### config.mk
export PLATFORM = sky130hd
export DESIGN_NAME = td4_sequencer
export DESIGN_NICKNAME = d
export VERILOG_FILES = /design/src/rtl/td4_pkg.sv /design/src/rtl/td4_decode.sv /design/src/rtl/td4_sequencer.sv
export SDC_FILE = /design/constraint.sdc
export NUM_CORES = 1
export LEC_CHECK = 0
export BUFFER_PORTS_ARGS = -buffer_cell sky130_fd_sc_hd__buf_2
export CORE_ASPECT_RATIO = 0.7
export CORE_MARGIN = 8
export CORE_UTILIZATION = 40
export CTS_CLUSTER_DIAMETER = 50
export CTS_CLUSTER_SIZE = 8
export DETAILED_ROUTE_END_ITERATION = 10
export PLACE_DENSITY = 0.7
export SYNTH_ARGS = -nofsm -noshare
export SYNTH_HDL_FRONTEND = slang
export SYNTH_SLANG_ARGS = --single-unit
### constraint.sdc
create_clock -name CLK -period 1.6 [get_ports CLK]
set_input_delay 0.08 -clock CLK [delete_from_list [all_inputs] [get_ports CLK]]
set_output_delay 0.08 -clock CLK [all_outputs]
set_load 0.03 [all_outputs]
### src/rtl/td4_pkg.sv
// Shared encodings for the TD4 sequencer: opcodes, source selects, active-low
// load masks and the controller state type.
package td4_pkg;

    localparam logic [3:0] OP_ADD_A   = 4'b0000;
    localparam logic [3:0] OP_MOV_A_B = 4'b0001;
    localparam logic [3:0] OP_IN_A    = 4'b0010;
    localparam logic [3:0] OP_MOV_A   = 4'b0011;
    localparam logic [3:0] OP_MOV_B_A = 4'b0100;
    localparam logic [3:0] OP_ADD_B   = 4'b0101;
    localparam logic [3:0] OP_IN_B    = 4'b0110;
    localparam logic [3:0] OP_MOV_B   = 4'b0111;
    localparam logic [3:0] OP_OUT_B   = 4'b1001;
    localparam logic [3:0] OP_OUT_IM  = 4'b1011;
    localparam logic [3:0] OP_JNC     = 4'b1110;
    localparam logic [3:0] OP_JMP     = 4'b1111;

    localparam logic [1:0] SEL_A    = 2'b00;
    localparam logic [1:0] SEL_B    = 2'b01;
    localparam logic [1:0] SEL_IN   = 2'b10;
    localparam logic [1:0] SEL_ZERO = 2'b11;

    localparam logic [3:0] LD_A    = 4'b1110;
    localparam logic [3:0] LD_B    = 4'b1101;
    localparam logic [3:0] LD_OUT  = 4'b1011;
    localparam logic [3:0] LD_PC   = 4'b0111;
    localparam logic [3:0] LD_NONE = 4'b1111;

    typedef enum logic [1:0] {
        HALT   = 2'd0,
        FETCH  = 2'd1,
        DECODE = 2'd2,
        EXEC   = 2'd3
    } state_t;

endpackage

### src/rtl/td4_decode.sv
// Combinational TD4 opcode decoder: maps opcode and carry_n to the register
// load mask, source select and an undefined-opcode indication.
module td4_decode
    import td4_pkg::*;
(
    input  logic [3:0] opcode,
    input  logic       carry_n,
    output logic [3:0] load_n,
    output logic [1:0] select,
    output logic       illegal
);

    always_comb begin
        load_n  = LD_NONE;
        select  = SEL_ZERO;
        illegal = 1'b0;
        case (opcode)
            OP_ADD_A:   begin select = SEL_A;    load_n = LD_A;   end
            OP_ADD_B:   begin select = SEL_B;    load_n = LD_B;   end
            OP_MOV_A:   begin select = SEL_ZERO; load_n = LD_A;   end
            OP_MOV_B:   begin select = SEL_ZERO; load_n = LD_B;   end
            OP_MOV_A_B: begin select = SEL_B;    load_n = LD_A;   end
            OP_MOV_B_A: begin select = SEL_A;    load_n = LD_B;   end
            OP_IN_A:    begin select = SEL_IN;   load_n = LD_A;   end
            OP_IN_B:    begin select = SEL_IN;   load_n = LD_B;   end
            OP_OUT_B:   begin select = SEL_B;    load_n = LD_OUT; end
            OP_OUT_IM:  begin select = SEL_ZERO; load_n = LD_OUT; end
            OP_JMP:     begin select = SEL_ZERO; load_n = LD_PC;  end
            // Untaken JNC leaves every load high so the PC simply increments.
            OP_JNC: begin
                select = SEL_ZERO;
                if (carry_n) load_n = LD_PC;
            end
            default: illegal = 1'b1;
        endcase
    end

endmodule

### src/rtl/td4_sequencer.sv
// TD4 fetch/decode/execute controller with run, single-step, halt request,
// breakpoint and executed-instruction counting. All outputs are registered.
module td4_sequencer
    import td4_pkg::*;
#(
    parameter int ROM_LATENCY     = 1,
    parameter bit HALT_ON_ILLEGAL = 1'b1
) (
    input  logic       CLK,
    input  logic       CLR_N,
    input  logic       RUN,
    input  logic       STEP,
    input  logic       HALT_REQ,
    input  logic       BKPT_EN,
    input  logic [3:0] BKPT_ADDR,
    input  logic [3:0] PC,
    input  logic [7:0] ROM_DATA,
    input  logic       CARRY_N,
    output logic       REG_CE,
    output logic [3:0] LOAD_N,
    output logic [1:0] SELECT,
    output logic [3:0] IMMED,
    output logic       HALTED,
    output logic       ILLEGAL,
    output logic       BKPT_HIT,
    output logic [7:0] INSTR_CNT
);

    localparam logic [1:0] LAT_LAST = 2'(ROM_LATENCY - 1);

    state_t     state_q, state_d;
    logic [1:0] lat_q, lat_d;
    logic [7:0] instr_q, instr_d;
    logic       step_q, step_d;
    logic       resume_q, resume_d;
    logic       halt_lat_q, halt_lat_d;
    logic       ill_new_q, ill_new_d;
    logic       reg_ce_q, reg_ce_d;
    logic [3:0] load_n_q, load_n_d;
    logic [1:0] select_q, select_d;
    logic [3:0] immed_q, immed_d;
    logic       halted_q, halted_d;
    logic       illegal_q, illegal_d;
    logic       bkpt_q, bkpt_d;
    logic [7:0] cnt_q, cnt_d;

    logic [3:0] dec_load_n;
    logic [1:0] dec_select;
    logic       dec_illegal;

    td4_decode u_decode (
        .opcode  (instr_q[7:4]),
        .carry_n (CARRY_N),
        .load_n  (dec_load_n),
        .select  (dec_select),
        .illegal (dec_illegal)
    );

    always_comb begin
        state_d    = state_q;
        lat_d      = lat_q;
        instr_d    = instr_q;
        step_d     = step_q;
        resume_d   = resume_q;
        ill_new_d  = ill_new_q;
        reg_ce_d   = 1'b0;
        load_n_d   = LD_NONE;
        select_d   = select_q;
        immed_d    = immed_q;
        illegal_d  = illegal_q;
        bkpt_d     = bkpt_q;
        cnt_d      = cnt_q;
        halt_lat_d = halt_lat_q | (HALT_REQ && (state_q != HALT));

        case (state_q)
            HALT: begin
                if (RUN || STEP) begin
                    state_d  = FETCH;
                    step_d   = ~RUN;
                    resume_d = 1'b1;
                    bkpt_d   = 1'b0;
                    lat_d    = 2'd0;
                end
            end
            FETCH: begin
                // The resume flag lets execution restart on the breakpoint address.
                if ((lat_q == 2'd0) && BKPT_EN && (PC == BKPT_ADDR) && !resume_q) begin
                    state_d = HALT;
                    bkpt_d  = 1'b1;
                end else if (lat_q == LAT_LAST) begin
                    instr_d  = ROM_DATA;
                    state_d  = DECODE;
                    resume_d = 1'b0;
                end else begin
                    lat_d = lat_q + 2'd1;
                end
            end
            DECODE: begin
                state_d   = EXEC;
                reg_ce_d  = 1'b1;
                load_n_d  = dec_load_n;
                select_d  = dec_select;
                immed_d   = instr_q[3:0];
                ill_new_d = dec_illegal && !illegal_q;
                illegal_d = illegal_q | dec_illegal;
                cnt_d     = cnt_q + 8'd1;
            end
            EXEC: begin
                lat_d = 2'd0;
                if (step_q || !RUN || halt_lat_q || HALT_REQ || (ill_new_q && HALT_ON_ILLEGAL))
                    state_d = HALT;
                else
                    state_d = FETCH;
            end
            default: state_d = HALT;
        endcase

        if (state_d == HALT) halt_lat_d = 1'b0;
        halted_d = (state_d == HALT);
    end

    always_ff @(posedge CLK) begin
        if (!CLR_N) begin
            state_q    <= HALT;
            lat_q      <= 2'd0;
            instr_q    <= 8'd0;
            step_q     <= 1'b0;
            resume_q   <= 1'b0;
            halt_lat_q <= 1'b0;
            ill_new_q  <= 1'b0;
            reg_ce_q   <= 1'b0;
            load_n_q   <= LD_NONE;
            select_q   <= SEL_ZERO;
            immed_q    <= 4'd0;
            halted_q   <= 1'b1;
            illegal_q  <= 1'b0;
            bkpt_q     <= 1'b0;
            cnt_q      <= 8'd0;
        end else begin
            state_q    <= state_d;
            lat_q      <= lat_d;
            instr_q    <= instr_d;
            step_q     <= step_d;
            resume_q   <= resume_d;
            halt_lat_q <= halt_lat_d;
            ill_new_q  <= ill_new_d;
            reg_ce_q   <= reg_ce_d;
            load_n_q   <= load_n_d;
            select_q   <= select_d;
            immed_q    <= immed_d;
            halted_q   <= halted_d;
            illegal_q  <= illegal_d;
            bkpt_q     <= bkpt_d;
            cnt_q      <= cnt_d;
        end
    end

    assign REG_CE    = reg_ce_q;
    assign LOAD_N    = load_n_q;
    assign SELECT    = select_q;
    assign IMMED     = immed_q;
    assign HALTED    = halted_q;
    assign ILLEGAL   = illegal_q;
    assign BKPT_HIT  = bkpt_q;
    assign INSTR_CNT = cnt_q;

endmodule

# After elaboration in Yosys (flattened, before gate mapping)
# Cells that the tools add are included.
[classes]
n_reduce_logical = 34
bitwise_logic = 5
n_addsub = 2
mux = 21
eq_ne = 20
[op_table]
columns = ["op", "count"]
rows = [
  ["case mux 4 bit (5 select lines)", 1],
  ["equality test 4 x 3 -> 1 bit (second input constant)", 4],
  ["equality test 4 bit (second input constant)", 4],
  ["two-way mux 2 bit", 6],
  ["case mux 2 bit (3 select lines)", 2],
  ["OR reduction 12 bit", 1],
  ["!= test 2 bit (second input constant)", 5],
  ["adder 8 x 1 -> 8 bit (second input constant)", 1],
  ["equality test 4 x 2 -> 1 bit (second input constant)", 2],
  ["two-way mux 1 bit", 8],
  ["case mux 2 bit (4 select lines)", 1],
  ["AND reduction 4 bit", 2],
  ["OR reduction 2 bit", 4],
  ["OR reduction 4 bit", 2],
  ["zero test 2 bit", 3],
  ["AND reduction 3 bit", 2],
  ["logical AND 1 bit", 5],
  ["logical OR 1 bit", 5],
  ["equality test 2 bit (second input constant)", 2],
  ["equality test 4 x 1 -> 1 bit (second input constant)", 1],
  ["equality test 4 bit", 1],
  ["zero test 4 bit", 1],
  ["two-way mux 4 bit", 1],
  ["case mux 1 bit (2 select lines)", 2],
  ["9 further kinds", 16],
]
[word_totals]
input_bits = 23
wordCells = 97
regBits = 38
out_inout_bits = 22

# Depth between registers and ports, before layout
# Gate-level depths: netlist of run 1.
[depth]
word_depth = 9
ltp_mapped = 7
mapped_depth_nobuf = 6

# Cells and area by module
# From an unflattened synthesis of run 1, not the netlist that was laid out.
[unflattened]
cells_unflattened = 181
hier_area_um2 = 1597.8
[by_module_without_submodules]
columns = ["module", "cells_per_inst", "n_inst", "seq_area_each_um2", "area_per_inst_um2"]
rows = [
  ["td4_sequencer", 172, 1, 760.7, 1539.0],
  ["td4_decode", 9, 1, 0.0, 58.8],
]

# Worst setup path after synthesis of run 1
# No wires, ideal clock.
[synth_path]
path_type = "reg2reg"
from = "reg lat_q[0]"
to = "reg instr_q[0]"
required_ns = 1.474
arrival_ns = 1.246
n_path_buf = 1
setup_time_ns = 0.126
path_slack_ns = 0.228
synth_period_minus_slack_ns = 1.372
path_stages_with_launch = 8
path_cell_list = "dfxtp_1 -> inv_1 -> ha_1 -> nand3b_1 -> or2_0 -> clkbuf_1 -> nand4_1 -> nand4_1"
[synth_via]
elab_chain_cells = 6
[synth_lines]
columns = ["element", "line", "source"]
rows = [
  ["from (decl)", "td4_sequencer.sv:32", "logic [1:0] lat_q, lat_d;"],
  ["from (signal assigned)", "td4_sequencer.sv:141", "lat_q <= lat_d;"],
  ["zero test 2 bit *", "td4_sequencer.sv:87, td4_sequencer.sv:90", ""],
  ["logical AND 1 bit (3 in series)", "td4_sequencer.sv:87", "if ((lat_q == 2'd0) && BKPT_EN && (PC == BKPT_ADDR) && !resume_q) begin"],
  ["NOT 1 bit (no line)", "-", ""],
  ["AND reduction 3 bit (no line) *", "-", ""],
  ["to (signal assigned)", "td4_sequencer.sv:142", "instr_q <= instr_d;"],
  ["to (decl)", "td4_sequencer.sv:33", "logic [7:0] instr_q, instr_d;"],
]
# Every way passes the cells marked *; elsewhere a longest branch is shown, timed or not.
# A chain may end at the register's enable or synchronous reset.

# Worst setup path after layout of run 1
[layout_path]
from = "reg lat_q[0]"
to = "reg lat_q[1]"
[layout_via]
elab_chain_cells = 6
elab_cells_between_ends = 11
cone_classes = "add/sub: 1; eq/ne: 2; mux: 3; reduce/logical: 5"
[layout_lines]
columns = ["element"]
rows = [
  ["branches (longest 6 deep; another with adder 2 x 1 -> 2 bit)"],
]
# Several ways; the timed one is not identified. The select of a mux whose other input is x is not followed.

==> summary.txt, run 1 <==
Critical path
  • CP Launch Type: flip-flop
  • Crit path cell chain: inv_1 > ha_1 > buf_4 > mux2_2 > a22oi_1 > nor2_1
  • CP Class: reg2reg
  • Max FO, Critical Path: 4
  • Worst EP required: 1770 ps
  • CP endpoint kind: flip-flop
  • Slowest CP cell: dfxtp_1
  • Slowest stage delay, CP: 360 ps
  • Critical Path AT: 1590 ps

Final layout
  • Final core occ: 0.4931
  • Nets: 267
  • Multi-input logic area: 909.6 µm²
  • # diodes: 0
  • Fraction of layout instances using a drive strength above 1: 0.2881
  • # fillers: 419
  • P&R area growth vs syn: 19.13%
  • Seq. cell area: 760.7 µm²

Routing
  • WL/cell: 13.74 µm
  • Total Wirelength: 4.095 mm
  • Via/cell ratio: 5.232
  • DR pass1 iterations: 4
  • Via count: 1559
  • # DRC: 0
  • Post-route antenna net violation count: 0
  • DR iter-0 viols: 113

Logic synthesis
  • Post-synthesis async set-or-reset flop share: 0
  • Post-synth EDFFs: 0
  • Commonest cells in the netlist: 38 x dfxtp_1, 27 x nand4_1, 18 x nor2_1
  • Cells after synthesis: 198
  • Synthesized area per cell: 9.049 µm²
  • Yosys top cell by area: dfxtp_1
  • Most frequent cell after synthesis: dfxtp_1
  • Flops & latches, synth: 38
  • Synth top area share: 0.4246
  • Top cells by area, synth: dfxtp_1 42%, nand4_1 9.4%, nand4b_1 3.9%
  • Post-Syn Nets: 223
  • Mapped cell area: 1792 µm²
  • Top FF cell, synth: dfxtp_1
  • Synth warn: 0
  • Seq/Total Area, Yosys: 0.4246
  • Yosys cell types: 42

Timing
  • Fin Setup TNS: 0 ps
  • Final Hold Viols: 0
  • Crit path time final: 1425 ps
  • Tcrit/Tclk final: 0.8903
  • Slew margin rel.: 0.7606
  • RSZ-0062 raised after global routing: no
  • Worst-Margin Slew: 357.8 ps
  • Fmax achieved: 702.0 MHz
  • Final Setup Violations: 0
  • Worst setup margin: 175.4 ps
  • Slew Viols, Final: 0
  • Skew final: 6.112 ps

Floorplanning
  • Core ar.: 4329 µm²
  • Die Area: 6911 µm²
  • Die H: 72.00 µm
  • Die width: 96.00 µm
  • # IOs: 45
  • Row count: 20
  • Starting Density: 0.4139

Run status
  • Status: finished clean

CTS
  • Clock Path Buffers: 2
  • TritonCTS Buffers: 5
  • CTS tree: built
  • Clk pin slew, worst setup/hold paths: 80 ps
  • Post-CTS sizing: 0
  • Post-CTS setup repair buffer count: 0
  • # clock sinks: 38
  • Worst-Skew Late Latency: 290 ps
  • CTS Root Cell: clkbuf_8
  • Hold-fix buffers, CTS: 0
  • H-tree Lvls: 2

GRT
  • Grt total ovfl: 0
  • Initial antenna violation count: 0
  • Largest net degree at the start of global routing: 21
  • Vias in the first global route: 1429
  • Total GRT Usage: 0.1233
  • First-pass GRT wire length: 6.762 mm

Placement
  • DPL Wire Length: 3.089 mm
  • Pre-CTS WS: 123.2 ps
  • PortBufs: 44
  • Gpl congestion: 0.7389

Pwr
  • Worst vdd ir: 459.4 µV
  • Int Power: 1.494 mW
  • Clock share of power: 0.324
  • PwrDens: 993.2 nW/µm²
  • Lkg Pwr: 0.8748 nW
  • Combinational share of power: 0.169
  • Psw: 0.6263 mW
  • Sw Share: 0.2954
  • Sequential power share: 0.507

Min path
  • Hold/Removal Path Class: in2reg

Run
  • Max cap viols: 0
==> registers in the layout (all words and copies together), names as in the netlist, 2 cells and up <==
name	cells
INSTR_CNT	8
instr_q	8
IMMED	4
LOAD_N	4
SELECT	2
lat_q	2
state_q	2
==> worst paths after layout <==
kind | slack [ps] | cells past startpoint | startpoint | endpoint
worst max-delay path | 180 | 6 | lat_q[0]$_SDFFE_PN0P_ | lat_q[1]$_SDFFE_PN0P_
worst min-delay path | 10 | 2 | CARRY_N | LOAD_N[3]$_SDFF_PN1_
worst max register to register | 180 | 6 | lat_q[0]$_SDFFE_PN0P_ | lat_q[1]$_SDFFE_PN0P_
worst min register to register | 460 | 2 | ILLEGAL$_SDFFE_PN0P_ | ILLEGAL$_SDFFE_PN0P_
==> layer usage <==
layer  vias to the layer above  track usage  wire (µm)
met2                        53       0.1650       1577
met5                         -            0          0
li1                        806            -          -
met1                       696       0.1724       2094
met4                         0      0.03565         35
met3                         4      0.05155        388
==> cell usage in the layout, fill, tap and decap left out, drive strengths merged, types with 6 or more instances in the layout <==
| cell type | netlist | final |
|---|---|---|
| dfxtp | 38 | 38 |
| nand4b | 8 | 8 |
| nor2 | 18 | 18 |
| nand3 | 10 | 10 |
| inv | 6 | 6 |
| xor2 | 7 | 7 |
| nand4 | 28 | 28 |
| buf | 10 | 50 |
| clkbuf | 3 | 6 |
| a21oi | 12 | 12 |
| nand2 | 16 | 16 |
==> cells by family after synthesis <==
family / Yosys count / synth area share
compound gates: 27 / 0.09916
xor+xnor: 11 / 0.05377
fa+ha+maj: 2 / 0.01396
buf+inv: 19 / 0.06773
flops: 38 / 0.4246
mux: 1 / 0.006284
simple gates: 100 / 0.3345
==> layout make-up <==
type,instances,share of cell area
clock buffers,6,0.03869
clock inverters,2,0.005862
inverters,6,0.01055
multi-input cells,141,0.4261
flip-flops and latches,38,0.3564
well taps,55,0.03224
repair buffers,50,0.1301
==> power by group through the flow <==
stage	logic (mW)	clock network (mW)	registers [mW]
6_report	0.358	0.686	1.08
5_1_grt	0.398	0.741	1.09
4_1_cts	0.361	0.706	1.08
3_5_place_dp	0.360	0	1.10
3_3_place_gp	0.355	0	1.10
2_1_floorplan	0.243	0	1.12
==> metrics by stage <==
step           cell area [µm²]  instances  power (mW)  hold WS (ps)
2_1_floorplan             1792        198       1.363         176.6
3_3_place_gp              2039        290       1.451         318.1
3_5_place_dp              2039        290       1.458         311.5
4_1_cts                   2135        298       2.142         1.116
5_1_grt                   2135        298       2.224         12.16
6_report                  2135        298       2.120         12.73
==> critical path: cells and delay by family, from the launching register on <==
| kind | cells | cell delay, ps |
|---|---|---|
| buffers and inverters | 2 | 220 |
| AO/OA/AOI/OAI | 1 | 180 |
| adder cells (fa/ha/maj) | 1 | 230 |
| flip-flops | 1 | 360 |
| AND/OR/NAND/NOR | 1 | 60 |
| multiplexers | 1 | 260 |
No activity file was read; power rests on OpenSTA's default activity.
==> run 2: changes to the inputs <==
- REMOVE_ABC_BUFFERS: default -> 1
- clock period: 1.6 -> 1.5 ns (I/O delays scaled with it)
==> run 2 against run 1 <==
Net effect:
- clock skew rose by 2.7 ps
- global-route usage rose by 0.68 points
- largest cell class unchanged
- worst setup slack got worse by 77 ps
- core utilization rose by 0.95 points
- register-to-register slack got worse by 80 ps
- via count rose by 3.7%
- sequential share of layout area fell by 0.68 points
- combinational power rose by 13%
- critical path depth rose by 1
- routed wire length rose by 4.2%
==> summary.txt, run 2 (synthesis results as in run 1) <==
GRT
  • Initial antenna violation count: 0
  • Vias in the first global route: 1539
  • Grt total ovfl: 0
  • First-pass GRT wire length: 7.010 mm
  • Largest net degree at the start of global routing: 33
  • Total GRT Usage: 0.1301

Timing
  • RSZ-0062 raised after global routing: no
  • Skew final: 8.770 ps
  • Fmax achieved: 713.4 MHz
  • Crit path time final: 1402 ps
  • Final Hold Viols: 0
  • Worst-Margin Slew: 366.0 ps
  • Slew Viols, Final: 0
  • Tcrit/Tclk final: 0.9345
  • Fin Setup TNS: 0 ps
  • Slew margin rel.: 0.7557
  • Final Setup Violations: 0

CTS
  • Clk pin slew, worst setup/hold paths: 80 ps
  • H-tree Lvls: 2
  • Worst-Skew Late Latency: 290 ps
  • Clock Path Buffers: 2
  • CTS tree: built
  • # clock sinks: 38
  • CTS Root Cell: clkbuf_8
  • Post-CTS setup repair buffer count: 0
  • TritonCTS Buffers: 5

Critical path
  • Worst flop-to-flop path endpoint: instr_q[0]$_SDFFE_PN0P_
  • R2R depth: 7
  • CP endpoint kind: flip-flop
  • Max FO, Critical Path: 8
  • CP Launch Type: flip-flop
  • RR Startpoint: lat_q[0]$_SDFFE_PN0P_
  • Worst EP required: 1660 ps
  • Flop2flop setup slack: 100 ps
  • Critical Path AT: 1560 ps
  • CP Class: reg2reg

Min path
  • Hold/Removal Path Class: in2reg
  • Worst Hold Launch: CARRY_N
  • Hold path depth: 2
  • Hold EP: LOAD_N[3]$_SDFF_PN1_

Floorplanning
  • Starting Density: 0.4139
  • Core ar.: 4329 µm²
  • Die width: 96.00 µm
  • Die Area: 6911 µm²
  • Row count: 20
  • # IOs: 45
  • Die H: 72.00 µm

Routing
  • # DRC: 0
  • WL/cell: 14.03 µm
  • Via/cell ratio: 5.316
  • DR iter-0 viols: 157
  • DR pass1 iterations: 5
  • Total Wirelength: 4.266 mm
  • Via count: 1616
  • Post-route antenna net violation count: 0

Final layout
  • Fraction of layout instances using a drive strength above 1: 0.3092
  • Multi-input logic area: 924.6 µm²
  • Most frequent cells in the layout: 44 x buf_2, 38 x dfxtp_1, 27 x nand4_1
  • Commonest non-fill, non-tap cell in the layout: buf_2
  • # diodes: 0
  • P&R area growth vs syn: 21.44%
  • Final cell count without fillers: 304
  • Nets: 274
  • Final core occ: 0.5026
  • # fillers: 430
  • Seq. cell area: 760.7 µm²

Run status
  • Status: finished clean

Run
  • Max cap viols: 0

Pwr
  • Worst vdd ir: 490.3 µV
  • Lkg Pwr: 0.8994 nW
  • PwrDens: 1019 nW/µm²

Placement
  • Gpl congestion: 0.7708
  • Dpl cells: 296
  • DPL Wire Length: 3.253 mm
  • PortBufs: 44
==> run 2: layer usage <==
| layer | global-route usage | vias to the layer above | routed length [µm] |
|---|---|---|---|
| li1 | - | 816 | - |
| met1 | 0.1697 | 738 | 2039 |
| met2 | 0.1846 | 56 | 1791 |
| met3 | 0.05464 | 6 | 366 |
| met4 | 0.04754 | 0 | 69 |
| met5 | 0 | - | 0 |
==> run 2: stage by stage <==
step / worst slack, ps / power [mW] / instance area [µm²] / hold WS (ps)
5_1_grt: 26.30 / 2.342 / 2176 / 12.73
6_report: 98.23 / 2.217 / 2176 / 14.88
3_3_place_gp: 124.9 / 1.561 / 2072 / 306.3
4_1_cts: 52.08 / 2.242 / 2161 / 14.61
2_1_floorplan: -108.4 / 1.401 / 1693 / 151.2
3_5_place_dp: 67.59 / 1.569 / 2072 / 308.4
==> run 2: repair_timing <==
action / 4_1_cts / 5_1_grt
resized for setup: 0 / 3
hold buffers: 1 / 0
hold endpoints to repair: 1 / 0
endpoints found under the setup margin: 0 / 12
==> run 2: where the power goes <==
group | internal, mW | switching, mW
Combinational | 0.161 | 0.245
Clock | 0.312 | 0.354
Sequential | 1.08 | 0.0682
Total | 1.55 | 0.667
==> run 2: cell type report <==
cell class / count / area share
clock buffers: 5 / 0.03163
clock inverters: 2 / 0.004600
inverters: 6 / 0.01035
multi-input cells: 141 / 0.4250
flip-flops and latches: 38 / 0.3496
well taps: 55 / 0.03163
repair buffers: 57 / 0.1472
==> run 2: worst max-delay path, stage by stage, from the launching register on <==
cell and delay, ps:
dfxtp_1 330, inv_1 100, ha_4 160, nand3b_1 100, or2_0 210, buf_4 170, nand4_1 90, nand4_1 110
==> run 2: worst max path at each step <==
stage                               to  slack (ps)  cells after the start                  start
3_5_place_dp     lat_q[1]$_SDFFE_PN0P_          70                      6  lat_q[0]$_SDFFE_PN0P_
3_3_place_gp     lat_q[1]$_SDFFE_PN0P_         120                      6  lat_q[0]$_SDFFE_PN0P_
6_report       instr_q[0]$_SDFFE_PN0P_         100                      7  lat_q[0]$_SDFFE_PN0P_
4_1_cts          lat_q[1]$_SDFFE_PN0P_          50                      6  lat_q[0]$_SDFFE_PN0P_
5_1_grt        instr_q[1]$_SDFFE_PN0P_          30                      7  lat_q[0]$_SDFFE_PN0P_
2_1_floorplan    state_q[1]$_SDFF_PN0_        -110                      6  lat_q[0]$_SDFFE_PN0P_
